$ cat src/rtl/wb_arbiter.sv
// Write-back arbiter: merges the in-order pipeline result with queued long-latency results
// onto the single register-file write port, and flags registers still pending in the queue.
module wb_arbiter #(
   parameter int unsigned DATA_W = 32,
   parameter int unsigned ADDR_W = 5,
   parameter int unsigned DEPTH  = 4
) (
   input  logic                       clk,
   input  logic                       rst,
   input  logic                       pipe_wreg,
   input  logic [ADDR_W-1:0]          pipe_wd,
   input  logic [DATA_W-1:0]          pipe_wdata,
   input  logic                       lu_valid,
   output logic                       lu_ready,
   input  logic [ADDR_W-1:0]          lu_waddr,
   input  logic [DATA_W-1:0]          lu_wdata,
   output logic                       we,
   output logic [ADDR_W-1:0]          waddr,
   output logic [DATA_W-1:0]          wdata,
   input  logic [ADDR_W-1:0]          chk_addr1,
   input  logic [ADDR_W-1:0]          chk_addr2,
   output logic                       chk_hit1,
   output logic                       chk_hit2,
   output logic [$clog2(DEPTH):0]     count
);

   localparam int unsigned PTR_W = $clog2(DEPTH);
   localparam int unsigned CNT_W = PTR_W + 1;

   logic [ADDR_W-1:0] addr_q [DEPTH];
   logic [DATA_W-1:0] data_q [DEPTH];
   logic [DEPTH-1:0]  vld_q, vld_d;
   logic [PTR_W-1:0]  wr_ptr_q, rd_ptr_q;
   logic [CNT_W-1:0]  count_q, count_d;

   logic pipe_eff, pop, push;

   assign pipe_eff = pipe_wreg && (pipe_wd != '0);
   assign pop      = !pipe_eff && (count_q != '0);
   assign lu_ready = !rst && (count_q < CNT_W'(DEPTH));
   // Writes to r0 complete the handshake but are dropped.
   assign push     = lu_valid && lu_ready && (lu_waddr != '0);
   assign count    = count_q;

   always_comb begin
      vld_d   = vld_q;
      count_d = count_q + CNT_W'(push) - CNT_W'(pop);
      if (pop)  vld_d[rd_ptr_q] = 1'b0;
      if (push) vld_d[wr_ptr_q] = 1'b1;
   end

   always_ff @(posedge clk) begin
      if (rst) begin
         vld_q    <= '0;
         wr_ptr_q <= '0;
         rd_ptr_q <= '0;
         count_q  <= '0;
      end else begin
         vld_q   <= vld_d;
         count_q <= count_d;
         if (push) wr_ptr_q <= wr_ptr_q + PTR_W'(1);
         if (pop)  rd_ptr_q <= rd_ptr_q + PTR_W'(1);
      end
   end

   always_ff @(posedge clk) begin
      if (!rst && push) begin
         addr_q[wr_ptr_q] <= lu_waddr;
         data_q[wr_ptr_q] <= lu_wdata;
      end
   end

   always_ff @(posedge clk) begin
      if (rst) begin
         we    <= 1'b0;
         waddr <= '0;
         wdata <= '0;
      end else if (pipe_eff) begin
         we    <= 1'b1;
         waddr <= pipe_wd;
         wdata <= pipe_wdata;
      end else if (pop) begin
         we    <= 1'b1;
         waddr <= addr_q[rd_ptr_q];
         wdata <= data_q[rd_ptr_q];
      end else begin
         we    <= 1'b0;
      end
   end

   // The output register is deliberately not checked: the regfile forwards its write data.
   always_comb begin
      chk_hit1 = 1'b0;
      chk_hit2 = 1'b0;
      for (int i = 0; i < int'(DEPTH); i++) begin
         if (vld_q[i] && (addr_q[i] == chk_addr1)) chk_hit1 = 1'b1;
         if (vld_q[i] && (addr_q[i] == chk_addr2)) chk_hit2 = 1'b1;
      end
      if (chk_addr1 == '0) chk_hit1 = 1'b0;
      if (chk_addr2 == '0) chk_hit2 = 1'b0;
   end

endmodule
$ cat config.mk
export PLATFORM = sky130hd
export DESIGN_NAME = wb_arbiter
export DESIGN_NICKNAME = d
export VERILOG_FILES = /design/src/rtl/wb_arbiter.sv
export SDC_FILE = /design/constraint.sdc
export NUM_CORES = 1
export LEC_CHECK = 0
export BUFFER_PORTS_ARGS = -buffer_cell sky130_fd_sc_hd__buf_2
export CORE_ASPECT_RATIO = 0.9
export CORE_MARGIN = 1
export CORE_UTILIZATION = 30
export DETAILED_ROUTE_END_ITERATION = 6
export SETUP_SLACK_MARGIN = 0.02
export SLEW_MARGIN = 15
export SYNTH_ARGS = -nofsm -noshare
export SYNTH_HDL_FRONTEND = slang
export SYNTH_SLANG_ARGS = --single-unit
$ cat constraint.sdc
create_clock -name clk -period 2.8 [get_ports clk]
set_input_delay 0.14 -clock clk [delete_from_list [all_inputs] [get_ports clk]]
set_output_delay 0.14 -clock clk [all_outputs]
set_load 0.01 [all_outputs]
==> results of run 1 <==
==> cells by family (layout without fill, tap and decap cells) <==
family                     after synthesis  after routing  share of synthesized area (%)
and+or+nand+nor                        156            156                           8.06
DFF                                    199            199                           66.6
other                                    0              1                              0
xor gates and xnor gates                44             44                           4.70
muxes                                   40             40                           10.5
buffers and inverters                   48            247                           2.73
AOI/OAI and AO/OA                       49             49                           5.57
adders and majority gates               11             11                           1.77
==> repair_timing <==
| action | 4_1_cts | 5_1_grt |
|---|---|---|
| hold endpoints to repair | 174 | 0 |
| resized for setup | 0 | 0 |
| hold buffers | 63 | 0 |
==> worst min-delay path by stage <==
stage                              start             to  slack, ns
final                         pipe_wd[0]       waddr[0]       0.03
after global routing      pipe_wdata[28]      wdata[28]       0.02
after CTS                     pipe_wd[0]       waddr[0]      0.004
after detailed placement    lu_wdata[22]  data_q[1][22]       0.36
after global placement       lu_wdata[6]   data_q[3][6]       0.36
after floorplan              lu_waddr[0]   addr_q[0][0]       0.24
==> report_power, final <==
group | switching [mW] | internal [mW]
Clock | 1.20 | 1.20
Sequential | 0.218 | 3.41
Combinational | 1.09 | 0.887
Total | 2.51 | 5.50
==> through the flow <==
step	cells	setup WS, ns	hold WS, ns
after floorplan	547	0.415	0.239
after global placement	1005	0.304	0.358
after detailed placement	1005	0.252	0.358
after CTS	1100	0.189	0.00435
after global routing	1101	0.0466	0.0167
final	1101	0.183	0.0268
==> critical path, delay by kind of cell <==
kind                       cells  cell delay, ns
xor gates and xnor gates       2            0.30
adders and majority gates      3            0.77
AOI/OAI and AO/OA              1            0.41
buffers and inverters          4            0.75
and+or+nand+nor                3            0.53
==> flip-flops by register name, summed over array words and instances, names as in the netlist, named ones only <==
signal / cells
data_q: 128
wr_ptr_q: 2
wdata: 32
rd_ptr_q: 2
we: 1
vld_q: 4
addr_q: 20
count: 3
waddr: 5
==> placed cells by master (no fill, tap or decap), types with 2 or more instances in the layout <==
master	instances
edfxtp_1	148
buf_2	131
nand2_1	73
dlygate4sd3_1	63
nor2_1	49
dfxtp_1	49
mux4_2	37
xor2_1	33
a311oi_1	30
clkbuf_16	17
nand3_1	12
xnor2_1	11
buf_4	11
ha_1	10
nor4_1	8
inv_1	7
a311oi_2	5
inv_6	5
a21oi_1	4
and2_2	4
a22oi_1	4
clkinv_8	4
mux2i_1	3
clkinv_4	3
buf_12	3
or4_1	2
nand4_1	2
o21a_1	2
nor2b_1	2
o31ai_1	2
inv_8	2
==> metal layers <==
metal	GRT usage (%)	wire, um	up-vias
met5	0	0	-
met4	4.19	153	0
met3	3.38	833	11
met2	22.6	9070	109
met1	20.4	9480	2565
li1	-	-	2428
==> area by class of cell <==
| class | count | share of cell area, % |
|---|---|---|
| Sequential cell | 199 | 52.2 |
| Multi-Input combinational cell | 300 | 24.1 |
| Timing Repair Buffer | 208 | 13.6 |
| Tap cell | 354 | 4.23 |
| Clock buffer | 18 | 4.09 |
| Clock inverter | 14 | 1.50 |
| Inverter | 7 | 0.251 |
| Antenna cell | 1 | 0.0239 |
==> summary.md, run 1 <==
| Metric | Value |
|---|---|
| Status | `complete, no violations` |
| Min Tclk post-route | `around 2.6 ns` |
| Setup crit end kind | `flip-flop` |
| Via count | `5,113` |
| End-of-flow core utilization | `38.9%` |
| Setup Fix Bufs, Post-CTS | `0` |
| Clk slew on worst S/H paths | `0.08 ns` |
| Synth top area cells | `edfxtp_1 (54%), dfxtp_1 (12%), mux4_2 (10%)` |
| Final hold violations | `0` |
| RSZ-0062 raised after global routing | `no` |
| Worst r2r dst | `count[2]` |
| Worst r2r src | `count[2]` |
| Net count, final | `832` |
| Area taken by multi-input logic gates | `2520 um^2` |
| Detail Placement HPWL | `between 10,000 and 15,000 um` |
| Worst reg2reg path depth | `12` |
| CTS H-tree lvls | `4` |
| Die area | `28,000 um^2` |
| Initial antenna violation count | `1` |
| Crit path max-delay cell type | `dlygate4sd3_1` |
| Critical Path Start | `pipe_wd[2]` |
| First-pass GRT wire length | `30,600 um` |
| YS warnings | `0` |
| Top_reg_cell synth | `edfxtp_1` |
| Pin count of the biggest net entering global routing | `72` |
| CTS Sinks | `between 150 and 200` |
| Total track usage | `14.6%` |
| Clock latency at the later pin of the worst-skew pair | `0.43 ns` |
| Post-route DRC | `0` |
| Core Box Area | `27,000 um^2` |
| Net Count, Synth | `~650` |
| Crit-path cells | `dlygate4sd3_1 -> buf_2 -> or2_1 -> o41a_1 -> nor2_1 -> ha_1 -> inv_1 -> ha_1 -> inv_1 -> fa_1 -> xor2_1 -> xnor2_1 -> nor2_1` |
| Post-route cell area | `10,500 um^2` |
| Slew at the pin closest to its max-slew limit | `0.952 ns` |
| Worst EP arrival | `roughly 2.9 ns` |
| Required @ worst endpoint | `3.09 ns` |
| Cell count after synthesis | `547` |
| VDD IR-drop max | `0.000437 V` |
| Setup violators final | `0` |
| Drt total wl | `19,500 um` |
| Per-cell routed wire length | `between 15 and 20 um` |
| Initial drt markers | `between 200 and 300` |
| Overflow after GRT | `0` |
| Area fraction of the dominant cell type after synthesis | `54.2%` |
| Synth top cells by count | `edfxtp_1 (148), nand2_1 (73), dfxtp_1 (51)` |
| Num CTS Buffers | `17` |
| Worst Setup EP | `count[2]` |
| HP Class | `in -> reg` |
| Synthesized area per cell | `15.0 um^2` |
| CTS root buffer | `clkbuf_16` |
| Die Ht | `between 150 and 200 um` |
| Cell Area, Synth | `slightly above 8000 um^2` |
| Leakage | `3.77 nW` |
| Number of enable flip-flop cells after synthesis | `148` |
| Setup TNS | `0 ns` |
| PD cells | `around 760 nW/um^2` |
| Vias in the first global route | `5,372` |
| Layout fillers | `between 2,000 and 3,000` |
| Sequential element share of the synthesized area | `between 60% and 70%` |
| Most common cell in the synthesized netlist | `edfxtp_1` |
| PnR Total Power | `8.01 mW` |
| Slew HR | `36.6%` |
| Ratio of cells with drive above 1 in the final layout | `30.4%` |
| Distinct cells, synth | `35` |
| R2r setup slk | `0.59 ns` |
| Fmax | `382 MHz` |
| Tcrit/Tclk final | `93.5%` |
| Die W | `176 um` |
| CTS tree | `built` |
| Critical path fanouts, max | `3` |
| RePlAce Congestion | `0.855` |
| IO buf count | `131` |
| CP peak stage delay | `0.53 ns` |
| Maxcap violations | `0` |
| Area growth syn-to-layout | `27.8%` |
| Post-DP Area | `about 9000 um^2` |
| Leading area contributor after synthesis | `edfxtp_1` |
| DR pass1 iterations | `6` |
| Hold depth | `3` |
| Register area | `5470 um^2` |
| # IOs | `132` |
| FF+latch count, synth | `around 200` |
| Clock skew | `0.0143 ns` |
| Final ANT Viol Nets | `0` |
| Initial Util | `30.4%` |
| Std cell rows | `57` |
| Clock Path Buffers | `2` |
| Slew Viols, Final | `0` |
| Post-synth ARST share | `0%` |
| Worst Path Class, Setup | `in -> reg` |
| Vias per cell | `around 4.6` |
| Critical path launch point type | `primary input` |
Note: power is estimated with default switching activity, not from simulation.
==> inputs of run 2 (changes only) <==
--- a/constraint.sdc
+++ b/constraint.sdc
@@ -3,2 +3,2 @@
 set_output_delay 0.14 -clock clk [all_outputs]
-set_load 0.01 [all_outputs]
+set_load 0.1 [all_outputs]
==> run 2 against run 1 <==
  * Sequential cell count unchanged
  * Final cell count decreased by 0.64%
  * Die area unchanged
  * Utilization decreased by 0.093 points
  * Hold slack got worse by 0.0052 ns
  * Count of clock-buffer cells in the layout decreased by 1
  * Critical endpoint unchanged
  * Largest cell class unchanged
  * Critical path depth unchanged
==> summary.md, run 2 (synthesized netlist as in run 1, its figures left out) <==
| Metric | Value |
|---|---|
| Num CTS Buffers | `17 (unchanged)` |
| Drt total wl | `19,300 um (-1.3%)` |
| Initial drt markers | `229 (-21%)` |
| Vias in the first global route | `5,445 (+1.4%)` |
| Met2 usage | `23.3% (+0.72 points)` |
| Final hold violations | `0 (unchanged)` |
| Initial antenna violation count | `0 (-1)` |
| Setup crit end kind | `flip-flop` |
| Slew HR | `26.4% (-10 points)` |
| Slew at the pin closest to its max-slew limit | `1.10 ns (+0.152 ns)` |
| Net count, final | `827 (-0.60%)` |
| CTS resizes | `0 (unchanged)` |
| # IOs | `132 (unchanged)` |
| Most frequent cells in the layout | `edfxtp_1 (148), buf_2 (131), nand2_1 (73)` |
| Clock power frac | `27.3% (-2.7 points)` |
| Met1 global-route usage | `19.1% (-1.3 points)` |
| CTS Sinks | `199 (unchanged)` |
| Per-cell routed wire length | `17.6 um (-0.66%)` |
| Layout fillers | `2,574 (+1.9%)` |
| Required @ worst endpoint | `3.09 ns (about the same)` |
| Area growth syn-to-layout | `27.5%` |
| Maxcap violations | `0 (unchanged)` |
| Met3 Usage GRT | `3.23% (-0.14 points)` |
| IO buf count | `131 (unchanged)` |
| Tcrit/Tclk final | `92.6% (-0.82 points)` |
| Gr busiest metal | `met2` |
| Setup TNS | `0 ns (unchanged)` |
| Die Ht | `159 um (unchanged)` |
| Die area | `28,000 um^2 (unchanged)` |
| Final ANT Viol Nets | `0 (unchanged)` |
| Total track usage | `14.3% (-0.34 points)` |
| HP Class | `in -> reg` |
| Setup Fix Bufs, Post-CTS | `0 (unchanged)` |
| Worst Path Class, Setup | `in -> reg` |
| Post-route DRC | `0 (unchanged)` |
| DR pass1 iterations | `4 (-2)` |
| Clock Path Buffers | `2 (unchanged)` |
| Pin count of the biggest net entering global routing | `76 (+5.6%)` |
| Min Tclk post-route | `2.59 ns (-0.0229 ns)` |
| Clock skew | `0.0121 ns (-0.00215 ns)` |
| Most common cell after layout, fill and taps aside | `edfxtp_1` |
| Crit path max-delay cell type | `dlygate4sd3_1` |
| RSZ-0062 raised after global routing | `no` |
| VDD IR-drop max | `0.000407 V (-6.9%)` |
| Core Box Area | `27,000 um^2 (unchanged)` |
| Vias per cell | `4.67 (+0.64%)` |
| Leakage | `3.74 nW (-0.75%)` |
| Hold Slack | `0.0216 ns (-0.00524 ns)` |
| Flop pwr share | `39.8% (-5.5 points)` |
| RePlAce Congestion | `0.844 (-1.4%)` |
| Status | `complete, no violations` |
| CTS tree | `built` |
| Critical path launch point type | `primary input` |
| Overflow after GRT | `0 (unchanged)` |
| Die W | `176 um (unchanged)` |
| Clk slew on worst S/H paths | `0.07 ns (about the same)` |
| Slew Viols, Final | `0 (unchanged)` |
| Non-Filler Instances | `1,094 (-0.64%)` |
| CP peak stage delay | `0.53 ns (about the same)` |
| Clock latency at the later pin of the worst-skew pair | `0.42 ns (about the same)` |
| Worst EP arrival | `2.88 ns (-0.03 ns)` |
| Internal Pwr Total | `5.64 mW (+2.6%)` |
| PD cells | `858 nW/um^2 (+12%)` |
| Std cell rows | `57 (unchanged)` |
| CTS root buffer | `clkbuf_16` |
| Setup violators final | `0 (unchanged)` |
| Max reg flops | `128 (unchanged)` |
| Comb pwr share | `32.9% (+8.2 points)` |
| CTS H-tree lvls | `4 (unchanged)` |
| Biggest register | `data_q` |
| Largest registers | `data_q (128), wdata (32), addr_q (20)` |
| Dpl cells | `1,001 (-0.40%)` |
| Via count | `5,113 (unchanged)` |
| Ratio of cells with drive above 1 in the final layout | `30.4% (about the same)` |
| Detail Placement HPWL | `12,500 um (-1.8%)` |
| First-pass GRT wire length | `30,100 um (-1.6%)` |
| Crit-path cells | `dlygate4sd3_1 -> buf_2 -> or2_1 -> o41a_1 -> nor2_1 -> ha_1 -> inv_1 -> ha_1 -> inv_1 -> fa_1 -> xor2_1 -> xnor2_1 -> nor2_1` |
| Initial Util | `30.4% (unchanged)` |
| Fmax | `386 MHz (+0.88%)` |
| P_sw | `3.33 mW (+33%)` |
| Sw frac | `37.2% (+5.8 points)` |
| # diodes | `0 (-1)` |
| Critical path fanouts, max | `3 (unchanged)` |
run 2: routing by layer:
metal	up-vias	wire [um]
met4	0	174
li1	2414	-
met1	2600	9100
met2	91	9280
met5	-	0
met3	8	729
run 2: worst paths after layout:
path	start	to	slack, ns	depth (start not counted)
worst max-delay path	pipe_wd[3]	count[2]	0.21	13
worst max register to register	count[2]	data_q[2][2]	0.65	5
worst min register to register	wdata[31]	wdata[31]	0.48	2
worst min-delay path	pipe_wdata[27]	wdata[27]	0.02	3
run 2: area by class of cell:
type                            count  area [um^2]  area share, %
Multi-Input combinational cell    300         2530           24.2
Sequential cell                   199         5470           52.3
Timing Repair Buffer              203         1390           13.3
Inverter                            7         26.3          0.251
Tap cell                          354          443           4.24
Clock inverter                     14          165           1.58
Clock buffer                       17          425           4.07
run 2: power by group through the flow:
stage	combinational (mW)	sequential (mW)	clock, mW
after floorplan	1.35	4.52	0
after global placement	2.93	3.63	0
after detailed placement	2.94	3.64	0
after CTS	3.01	3.57	2.52
after global routing	3.17	3.60	2.64
final	2.95	3.57	2.45
run 2: critical path: cells and delay by family:
kind                       cells  cell delay (ns)
xor gates and xnor gates       2             0.31
adders and majority gates      3             0.75
and+or+nand+nor                3             0.53
AOI/OAI and AO/OA              1             0.39
buffers and inverters          4             0.76
run 2: timing repair:
item / 4_1_cts / 5_1_grt
setup endpoints to repair: 0 / 0
hold buffers: 62 / 0
hold endpoints to repair: 173 / 0
run 2: stage by stage:
stage | setup WS [ns] | power (mW) | util, % | cell area (um^2)
6_report | 0.206 | 8.97 | 38.8 | 10500
3_3_place_gp | 0.333 | 6.56 | 34.3 | 9250
4_1_cts | 0.194 | 9.11 | 38.8 | 10500
3_5_place_dp | 0.296 | 6.58 | 34.3 | 9250
5_1_grt | 0.0354 | 9.42 | 38.8 | 10500
2_1_floorplan | 0.0286 | 5.87 | - | 8220
==> inputs of run 3 (changes only) <==
--- a/config.mk
+++ b/config.mk
@@ -12,3 +12,2 @@
 export DETAILED_ROUTE_END_ITERATION = 6
-export SETUP_SLACK_MARGIN = 0.02
 export SLEW_MARGIN = 15
--- a/constraint.sdc
+++ b/constraint.sdc
@@ -3,2 +3,2 @@
 set_output_delay 0.14 -clock clk [all_outputs]
-set_load 0.1 [all_outputs]
+set_load 0.05 [all_outputs]
==> run 3 against run 2 <==
  * Routed wire length grew 2.9%
  * Global-route usage increased by 0.38 points
  * Clock skew shrank 0.0026 ns
  * Register-to-register slack worse by 0.02 ns
  * Hold slack improved by 0.0075 ns
  * Via count up 0.74%
  * First-iteration DRC count rose by 40%
  * Sequential share of layout area is 0.31 points lower
  * Cell area increased by 0.55%
  * Combinational power shrank 19%
  * Total power decreased by 5.9%
  * Sequential power up 2%
==> summary.md, run 3 (synthesized netlist as in run 1, its figures left out) <==
| Metric | Value |
|---|---|
| Layout fillers | `2,572 (-0.078%)` |
| Fmax | `388 MHz (+0.54%)` |
| Internal Pwr Total | `5.51 mW (-2.3%)` |
| Leakage | `3.78 nW (+1.0%)` |
| RSZ-0062 raised after global routing | `no` |
| Setup Fix Bufs, Post-CTS | `0 (unchanged)` |
| Setup TNS | `0 ns (unchanged)` |
| Largest registers | `data_q (128), wdata (32), addr_q (20)` |
| Post-DP Area | `9280 um^2 (+0.42%)` |
| Clock latency at the later pin of the worst-skew pair | `0.42 ns (about the same)` |
| Register area | `5470 um^2 (about the same)` |
| Area growth syn-to-layout | `28.2%` |
| Dpl cells | `1,007 (+0.60%)` |
| Comb pwr share | `28.3% (-4.6 points)` |
| Die W | `176 um (unchanged)` |
| Biggest register | `data_q` |
| # IOs | `132 (unchanged)` |
| Overflow after GRT | `0 (unchanged)` |
| # diodes | `0 (unchanged)` |
| PnR Total Power | `8.44 mW (-5.9%)` |
| Initial Util | `30.4% (unchanged)` |
| CTS Sinks | `199 (unchanged)` |
| Clock skew | `0.00956 ns (-0.00259 ns)` |
| IO buf count | `131 (unchanged)` |
| Status | `complete, no violations` |
| CTS root buffer | `clkbuf_16` |
| Setup violators final | `0 (unchanged)` |
| Post-route DRC | `0 (unchanged)` |
| Net count, final | `836 (+1.1%)` |
| HP Class | `in -> reg` |
| Vias in the first global route | `5,452 (+0.13%)` |
| Initial antenna violation count | `0 (unchanged)` |
| Sw frac | `34.7% (-2.4 points)` |
| Most frequent cells in the layout | `edfxtp_1 (148), buf_2 (131), nand2_1 (73)` |
| Setup crit end kind | `flip-flop` |
| Initial drt markers | `320 (+40%)` |
| PD cells | `803 nW/um^2 (-6.4%)` |
| Worst Path Class, Setup | `in -> reg` |
| Ratio of cells with drive above 1 in the final layout | `30.7% (+0.26 points)` |
| Flop pwr share | `43.3% (+3.5 points)` |
| First-pass GRT wire length | `30,800 um (+2.3%)` |
| Crit-path cells | `dlygate4sd3_1 -> buf_2 -> or2_1 -> o41a_1 -> nor2_1 -> ha_1 -> inv_1 -> ha_1 -> inv_1 -> fa_1 -> xor2_1 -> xnor2_1 -> nor2_1` |
| Drt total wl | `19,800 um (+2.9%)` |
| Max reg flops | `128 (unchanged)` |
| Vias per cell | `4.67 (-0.17%)` |
| Std cell rows | `57 (unchanged)` |
| Most common cell after layout, fill and taps aside | `edfxtp_1` |
| CP peak stage delay | `0.53 ns (about the same)` |
| Final ANT Viol Nets | `0 (unchanged)` |
| Area taken by multi-input logic gates | `2530 um^2 (-0.15%)` |
| Die area | `28,000 um^2 (unchanged)` |
| Per-cell routed wire length | `18.0 um (+2.0%)` |
| Die Ht | `159 um (unchanged)` |
| Required @ worst endpoint | `3.09 ns (about the same)` |
| Critical path fanouts, max | `3 (unchanged)` |
| Critical path launch point type | `primary input` |
| Clock power frac | `28.5% (+1.2 points)` |
| Maxcap violations | `0 (unchanged)` |
| Slew at the pin closest to its max-slew limit | `0.948 ns (-0.156 ns)` |
| Slew Viols, Final | `0 (unchanged)` |
| Pin count of the biggest net entering global routing | `52 (-32%)` |
| RePlAce Congestion | `0.812 (-3.7%)` |
| CTS H-tree lvls | `4 (unchanged)` |
| Slew HR | `36.8% (+10 points)` |
| Detail Placement HPWL | `12,900 um (+3.2%)` |
| Tcrit/Tclk final | `92.1% (-0.50 points)` |
| Clk slew on worst S/H paths | `0.08 ns (about the same)` |
| Hold Slack | `0.0290 ns (+0.00745 ns)` |
| Worst EP arrival | `2.87 ns (about the same)` |
| Total track usage | `14.7% (+0.38 points)` |
| Non-Filler Instances | `1,104 (+0.91%)` |
| Clock Path Buffers | `2 (unchanged)` |
| Final hold violations | `0 (unchanged)` |
| Crit path max-delay cell type | `dlygate4sd3_1` |
| Via count | `5,151 (+0.74%)` |
| Core Box Area | `27,000 um^2 (unchanged)` |
| Post-route cell area | `10,500 um^2 (+0.55%)` |
| Min Tclk post-route | `2.58 ns (-0.0139 ns)` |
| CTS tree | `built` |
| DR pass1 iterations | `5 (+1)` |
| P_sw | `2.93 mW (-12%)` |
| VDD IR-drop max | `0.000383 V (-5.8%)` |
| Num CTS Buffers | `17 (unchanged)` |
## run 3: changes by cell type in the layout (fill, tap and decap cells not counted), moves of 2 or more
cell           before  now
dfxtp_1            47   49
inv_8               2    6
clkinv_1            2    0
bufinv_16           2    0
inv_6               4    2
dfxtp_2             3    1
buf_4               7   13
dlygate4sd3_1      62   65
## run 3: worst max-delay path: cells and delay by family
family,cells,cell delay (ns)
adders and majority gates,3,0.76
buffers and inverters,4,0.75
and+or+nand+nor,3,0.53
AOI/OAI and AO/OA,1,0.39
xor gates and xnor gates,2,0.30
## run 3: layout make-up
type                       instances  share of cell area (%)
inverter                           7                   0.250
clock inverter                    14                    1.43
tap                              354                    4.21
timing repair buffer             212                    13.9
sequential                       199                    52.0
multi-input combinational        300                    24.1
clock buffer                      18                    4.08
## run 3: what timing repair did
item | CTS | global route
hold buffers | 65 | 0
endpoints found under the hold margin | 176 | 0
resized for setup | 0 | 0
## run 3: layer usage
layer	track usage (%)	vias to the layer above	share of wire (%)	wire (um)
li1	-	2433	-	-
met4	4.03	0	1.2	244
met5	0	-	0	0
met2	24.5	116	49	9750
met1	19.1	2585	45	8900
met3	3.04	17	4.8	949
## run 3: path summary, 6_finish.rpt
check	from	to	slack, ns	depth (start not counted)
min reg2reg	wdata[1]	wdata[1]	0.48	2
min	pipe_wd[3]	waddr[3]	0.03	3
max reg2reg	count[2]	count[2]	0.63	12
max	pipe_wd[2]	count[2]	0.22	13
## run 3: through the flow
| step | setup slack [ns] | util, % |
|---|---|---|
| after floorplan | 0.0664 | - |
| after global placement | 0.300 | 34.4 |
| after detailed placement | 0.277 | 34.4 |
| after CTS | 0.213 | 39.0 |
| after global routing | 0.0738 | 39.0 |
| final | 0.220 | 39.0 |
## run 3: power groups by stage
stage                     combinational [mW]  clock, mW  sequential [mW]
after floorplan                         1.33          0             4.03
after global placement                  2.35          0             3.72
after detailed placement                2.36          0             3.73
after CTS                               2.44       2.46             3.66
after global routing                    2.61       2.56             3.70
final                                   2.39       2.40             3.65
